### src/rtl/rf_ctrl_pkg.sv
// Shared constants and types for the register-bank write sequencer:
// op classes, write-register / write-data select encodings and FSM states.
package rf_ctrl_pkg;

  localparam logic [2:0] OP_R_TYPE = 3'b000;
  localparam logic [2:0] OP_I_TYPE = 3'b001;
  localparam logic [2:0] OP_LOAD   = 3'b010;
  localparam logic [2:0] OP_JAL    = 3'b011;
  localparam logic [2:0] OP_PUSH   = 3'b100;
  localparam logic [2:0] OP_POP    = 3'b101;

  localparam logic [1:0] WSEL_RT = 2'b00;
  localparam logic [1:0] WSEL_RD = 2'b01;
  localparam logic [1:0] WSEL_SP = 2'b10;
  localparam logic [1:0] WSEL_RA = 2'b11;

  localparam logic [2:0] DSEL_ALU    = 3'b000;
  localparam logic [2:0] DSEL_MEM    = 3'b001;
  localparam logic [2:0] DSEL_PC     = 3'b010;
  localparam logic [2:0] DSEL_SP_DEC = 3'b011;
  localparam logic [2:0] DSEL_SP_INC = 3'b100;

  localparam logic [4:0] SP_REG = 5'd29;
  localparam logic [4:0] RA_REG = 5'd31;

  typedef enum logic [2:0] {
    ST_IDLE     = 3'd0,
    ST_WAIT_MEM = 3'd1,
    ST_WR1      = 3'd2,
    ST_WR2      = 3'd3,
    ST_DONE     = 3'd4
  } state_t;

  function automatic logic op_is_legal(input logic [2:0] op);
    return (op <= OP_POP);
  endfunction

  function automatic logic op_needs_mem(input logic [2:0] op);
    return (op == OP_LOAD) || (op == OP_POP);
  endfunction

  // Destination and data source of the first (or only) write of an op.
  function automatic logic [1:0] wsel_for_op(input logic [2:0] op);
    case (op)
      OP_R_TYPE: return WSEL_RD;
      OP_JAL:    return WSEL_RA;
      OP_PUSH:   return WSEL_SP;
      default:   return WSEL_RT;
    endcase
  endfunction

  function automatic logic [2:0] dsel_for_op(input logic [2:0] op);
    case (op)
      OP_LOAD, OP_POP: return DSEL_MEM;
      OP_JAL:          return DSEL_PC;
      OP_PUSH:         return DSEL_SP_DEC;
      default:         return DSEL_ALU;
    endcase
  endfunction

endpackage

### src/rtl/rf_wait_timer.sv
// Memory-wait counter: held clear outside the wait, counts idle cycles,
// flags the last allowed cycle so the FSM can give up on memory.
module rf_wait_timer
  import rf_ctrl_pkg::*;
#(
  parameter int MEM_WAIT_MAX = 16,
  parameter int CNT_W        = 8
) (
  input  logic clk,
  input  logic reset,
  input  logic i_clr,
  input  logic i_en,
  output logic o_timeout
);

  localparam logic [CNT_W-1:0] LIMIT = CNT_W'(MEM_WAIT_MAX - 1);

  logic [CNT_W-1:0] r_cnt;

  // Timeout fires in the MEM_WAIT_MAX-th waiting cycle, so the wait never
  // lasts longer than MEM_WAIT_MAX cycles.
  assign o_timeout = i_en && (r_cnt == LIMIT);

  always_ff @(posedge clk) begin
    if (reset || i_clr) begin
      r_cnt <= '0;
    end else if (i_en && !o_timeout) begin
      r_cnt <= r_cnt + 1'b1;
    end
  end

endmodule

### src/rtl/rf_write_sequencer.sv
// Register-bank write sequencer: one or two writes per instruction class.
// Optional RFWS_ZERO_GUARD_EN suppresses reg_write for writes to register 0.
module rf_write_sequencer
  import rf_ctrl_pkg::*;
#(
  parameter int MEM_WAIT_MAX = 16,
  parameter int CNT_W        = 8
) (
  input  logic       clk,
  input  logic       reset,
  input  logic       start,
  input  logic [2:0] op,
  input  logic [4:0] instr_rt,
  input  logic [4:0] instr_rd,
  input  logic       mem_ready,
  output logic [1:0] wr_sel,
  output logic [2:0] data_sel,
  output logic       reg_write,
  output logic       busy,
  output logic       done,
  output logic       err,
  output logic [2:0] dbg_state
);

`ifdef RFWS_ZERO_GUARD_EN
  localparam logic GUARD_EN = 1'b1;
`else
  localparam logic GUARD_EN = 1'b0;
`endif

  // Handshake: start is only looked at in IDLE; done (with err when the op
  // failed) pulses exactly once per accepted start unless reset intervenes.
  state_t     r_state, w_next;
  logic [2:0] r_op;
  logic [4:0] r_rt, r_rd;
  logic [1:0] r_wr_sel;
  logic [2:0] r_data_sel;
  logic       r_reg_write, r_busy, r_done, r_err;

  logic       w_timeout, w_err_next, w_guard, w_dest_zero;
  logic [2:0] w_op;
  logic [4:0] w_rt, w_rd;
  logic [1:0] w_wsel;

  rf_wait_timer #(
    .MEM_WAIT_MAX(MEM_WAIT_MAX),
    .CNT_W       (CNT_W)
  ) u_timer (
    .clk      (clk),
    .reset    (reset),
    .i_clr    (r_state != ST_WAIT_MEM),
    .i_en     ((r_state == ST_WAIT_MEM) && !mem_ready),
    .o_timeout(w_timeout)
  );

  // Outputs are registered from the next state, so in IDLE the op fields
  // come straight from the inputs before they have been latched.
  assign w_op        = (r_state == ST_IDLE) ? op       : r_op;
  assign w_rt        = (r_state == ST_IDLE) ? instr_rt : r_rt;
  assign w_rd        = (r_state == ST_IDLE) ? instr_rd : r_rd;
  assign w_wsel      = wsel_for_op(w_op);
  assign w_dest_zero = ((w_wsel == WSEL_RT) && (w_rt == 5'd0)) ||
                       ((w_wsel == WSEL_RD) && (w_rd == 5'd0));
  assign w_guard     = GUARD_EN && w_dest_zero;

  always_comb begin
    w_next     = r_state;
    w_err_next = 1'b0;
    case (r_state)
      ST_IDLE: begin
        if (start) begin
          if (!op_is_legal(op)) begin
            w_next     = ST_DONE;
            w_err_next = 1'b1;
          end else if (op_needs_mem(op)) begin
            w_next = ST_WAIT_MEM;
          end else begin
            w_next = ST_WR1;
          end
        end
      end
      ST_WAIT_MEM: begin
        if (mem_ready) begin
          w_next = ST_WR1;
        end else if (w_timeout) begin
          w_next     = ST_DONE;
          w_err_next = 1'b1;
        end
      end
      ST_WR1:  w_next = (r_op == OP_POP) ? ST_WR2 : ST_DONE;
      ST_WR2:  w_next = ST_DONE;
      ST_DONE: w_next = ST_IDLE;
      default: w_next = ST_IDLE;
    endcase
  end

  always_ff @(posedge clk) begin
    if (reset) begin
      r_state     <= ST_IDLE;
      r_op        <= '0;
      r_rt        <= '0;
      r_rd        <= '0;
      r_wr_sel    <= '0;
      r_data_sel  <= '0;
      r_reg_write <= 1'b0;
      r_busy      <= 1'b0;
      r_done      <= 1'b0;
      r_err       <= 1'b0;
    end else begin
      r_state <= w_next;
      if ((r_state == ST_IDLE) && start) begin
        r_op <= op;
        r_rt <= instr_rt;
        r_rd <= instr_rd;
      end
      // Selects only change when a write is issued; otherwise they hold.
      if (w_next == ST_WR1) begin
        r_wr_sel   <= w_wsel;
        r_data_sel <= dsel_for_op(w_op);
      end else if (w_next == ST_WR2) begin
        r_wr_sel   <= WSEL_SP;
        r_data_sel <= DSEL_SP_INC;
      end
      r_reg_write <= ((w_next == ST_WR1) && !w_guard) || (w_next == ST_WR2);
      r_busy      <= (w_next != ST_IDLE);
      r_done      <= (w_next == ST_DONE);
      r_err       <= w_err_next;
    end
  end

  assign wr_sel    = r_wr_sel;
  assign data_sel  = r_data_sel;
  assign reg_write = r_reg_write;
  assign busy      = r_busy;
  assign done      = r_done;
  assign err       = r_err;
  assign dbg_state = r_state;

endmodule
### config.mk
export PLATFORM = sky130hd
export DESIGN_NAME = rf_write_sequencer
export DESIGN_NICKNAME = d
export VERILOG_FILES = /design/src/rtl/rf_ctrl_pkg.sv /design/src/rtl/rf_wait_timer.sv /design/src/rtl/rf_write_sequencer.sv
export SDC_FILE = /design/constraint.sdc
export NUM_CORES = 1
export LEC_CHECK = 0
export BUFFER_PORTS_ARGS = -buffer_cell sky130_fd_sc_hd__buf_2
export CAP_MARGIN = 20
export CORE_MARGIN = 2
export CORE_UTILIZATION = 30
export DETAILED_ROUTE_END_ITERATION = 16
export GPL_TIMING_DRIVEN = 0
export SLEW_MARGIN = 20
export SYNTH_ARGS = -nofsm -noshare
export SYNTH_HDL_FRONTEND = slang
export SYNTH_HIERARCHICAL = 1
export SYNTH_SLANG_ARGS = --single-unit
### constraint.sdc
create_clock -name clk -period 4.4 [get_ports clk]
set_input_delay 0.88 -clock clk [delete_from_list [all_inputs] [get_ports clk]]
set_output_delay 0.88 -clock clk [all_outputs]
set_load 0.02 [all_outputs]
==> run metrics <==
outcome finished clean; Clock Latency Late Sink 0.27 ns; CTS tree built; drt first pass iters 4; # DRC 0; relative slew slack 55.4%; Post-Place Cells 196; Post-layout nets 171; Multi-input gate area roughly 670 sq um; FF+latch area between 400 and 500 sq um; Final period util between 50 and 60%; clk slew on worst S/H paths 0.09 ns; syn_nets 150; unrepaired setup endpoints after global routing no; initial antenna violation count 0; hold-fix buffers at CTS 0; largest net degree at the start of global routing 15; Final WS setup 1.80 ns; Sw Pwr about 0.00012 W; register share of total power approximately 52%; synth warn 6; Via density 5.09; Initial Util 31.9%; Die X about 67 um; CTS max path bufs 2; pre-CTS setup slack 1.53 ns; I/O Pins 29; VDD IR max 0.124 mV; Post-DP HPWL 1940 um; Lkg Pwr 0.523 nW; Crit. End Element register; EDFF count, synth 0; initial DRC count 48; fin crit period 2.60 ns; worst clock skew 0.00639 ns; P_int about 0.00031 W; crit path max-delay cell type nor4b_2; startpoint types primary input; non-filler cells, final 200; Logic pwr share 17.0%; CP arrival 2.76 ns; combined buffer and inverter count along the critical path 1; Synth Cell Area 0.00118 sq mm; Clock Power Share 31.5%; Routed WL between 2000 and 3000 um; top_reg_cell synth dfxtp_1; count of final setup violators 0; CTS sink cnt 23; total gr overflow 0; Synth cell types 48; # rows 22; Critical Path RT about 4.6 ns; Async SR Flop Fraction 0%; Syn Inst Count 132; Placeable Area 0.00372 sq mm; DR WL/cell 12.7 um; crit path max fanout 8; vias in the first global route roughly 1000; Post-CTS Setup Bufs 0; Synth Register Bits 23; cts bufs inserted 3; Final TNS setup 0 ns; IO Port Bufs 16; DIE AREA 0.00447 sq mm; CP top delay family simple AND/OR/NAND/NOR gates; worst path cell trace buf_2 -> nor4b_2 -> nand4_1 -> nor2_1 -> nor2b_1 -> o31a_1 -> or3_1; fin. max-slew vios 0; DR vias 1018; clock root buffer clkbuf_8; post-cts resize count 0; fill count 407; layout cells sized above 1 approximately a quarter; Crit Path Category in -> reg; sequential-to-total area share from yosys stat around 39%; Antenna Nets Post-Route 0; chip height 66.8 um; Switching Share 27.9%; Placer Congestion ~0.86; H-Tree Depth 1; first-pass GRT wire length between 4000 and 5000 um; max-cap violation count 0; total power about 0.00043 W; worst hold path type reg -> reg; fmax 385 MHz; # diodes 0; Worst path max stage delay about 0.57 ns; GRT Util Overall a little over an eighth; Fin. Hold Viols 0; Area growth syn-to-layout 15.9%; Syn Area/Cell 8.98 sq um; PD cells 315 mW/mm^2; worst slew pin tran 0.668 ns
-- layout make-up --
type	instances	area share [%]
inverter	3	0.820
clock inverter	1	0.546
multi-input combinational	99	49.1
buffer	7	2.82
timing repair buffer	16	5.83
tap	48	4.37
sequential	23	33.5
clock buffer	3	3.01
-- layout by cell type, fill, tap and decap left out, types with 4 or more instances in the layout --
cell	count
a21oi_1	12
buf_2	18
dfxtp_1	23
mux2i_1	4
nand2_1	16
nand2b_1	5
nor2_1	5
nor3_1	5
o21ai_0	5
-- worst min-delay path: stages, from the launching register on --
cell	delay, ns
dfxtp_1	0.32
nor2_1	0.10
nor3_1	0.04
-- path summary, 6_finish.rpt --
path | start | end | slack [ns] | cells past startpoint
setup / recovery | mem_ready | busy | 1.80 | 7
hold / removal | data_sel[2] | data_sel[2] | 0.50 | 2
setup reg to reg | dbg_state[0] | busy | 1.95 | 6
hold reg to reg | data_sel[2] | data_sel[2] | 0.50 | 2
-- metrics by stage --
| stage | utilization (%) | area (sq um) | hold slack [ns] |
|---|---|---|---|
| floorplan | - | 1180 | 0.472 |
| global placement | 35.7 | 1330 | 0.480 |
| detailed placement | 35.7 | 1330 | 0.487 |
| CTS | 37.0 | 1370 | 0.502 |
| global route | 37.0 | 1370 | 0.537 |
| finish | 37.0 | 1370 | 0.498 |
-- cell usage after synthesis, types with 2 or more instances --
cell type / count / share of area (%)
dfxtp_1: 23 / 39
nand2_1: 16 / 5.1
a21oi_1: 12 / 5.1
nand2b_1: 5 / 2.6
nor2_1: 5 / 1.6
nor3_1: 5 / 2.1
o21ai_0: 5 / 2.1
mux2i_1: 4 / 3.4
inv_1: 3 / 0.95
o21ai_1: 3 / 1.3
or3_1: 3 / 1.6
or4b_1: 3 / 2.5
buf_2: 2 / 0.84
clkbuf_2: 2 / 0.84
nand3_1: 2 / 0.84
nand3_2: 2 / 1.7
nor2b_1: 2 / 1.1
o21a_1: 2 / 1.3
o31ai_1: 2 / 1.3
or2_2: 2 / 1.1
or3_2: 2 / 1.3
-- flip-flops by register name, summed over array words and instances (netlist names) --
register and count:
r_op 3, done 1, dbg_state 3, err 1, u_timer/r_cnt 8, data_sel 3
wr_sel 2, busy 1, reg_write 1
-- power groups by stage --
stage          clock [W]  sequential [W]  combinational [W]
2_1_floorplan          0        0.000236          0.0000443
3_3_place_gp           0        0.000227          0.0000730
3_5_place_dp           0        0.000228          0.0000740
4_1_cts         0.000141        0.000223          0.0000743
5_1_grt         0.000152        0.000224          0.0000816
6_report        0.000136        0.000223          0.0000736
-- per-layer routing --
| metal | GRT usage [%] | part of all wire [%] |
|---|---|---|
| met5 | 0 | 0 |
| met4 | 2.81 | 0.51 |
| met3 | 3.89 | 5.3 |
| met2 | 22.5 | 49 |
| met1 | 16.2 | 45 |
-- kinds of logic after synthesis --
group | share of synthesized area [%]
adders and majority gates | 1.06
xor gates and xnor gates | 0.739
muxes | 3.38
AOI/OAI and AO/OA | 18.5
DFF | 38.9
and+or+nand+nor | 33.3
buffers and inverters | 4.22
(Power assumes the default switching activity.)
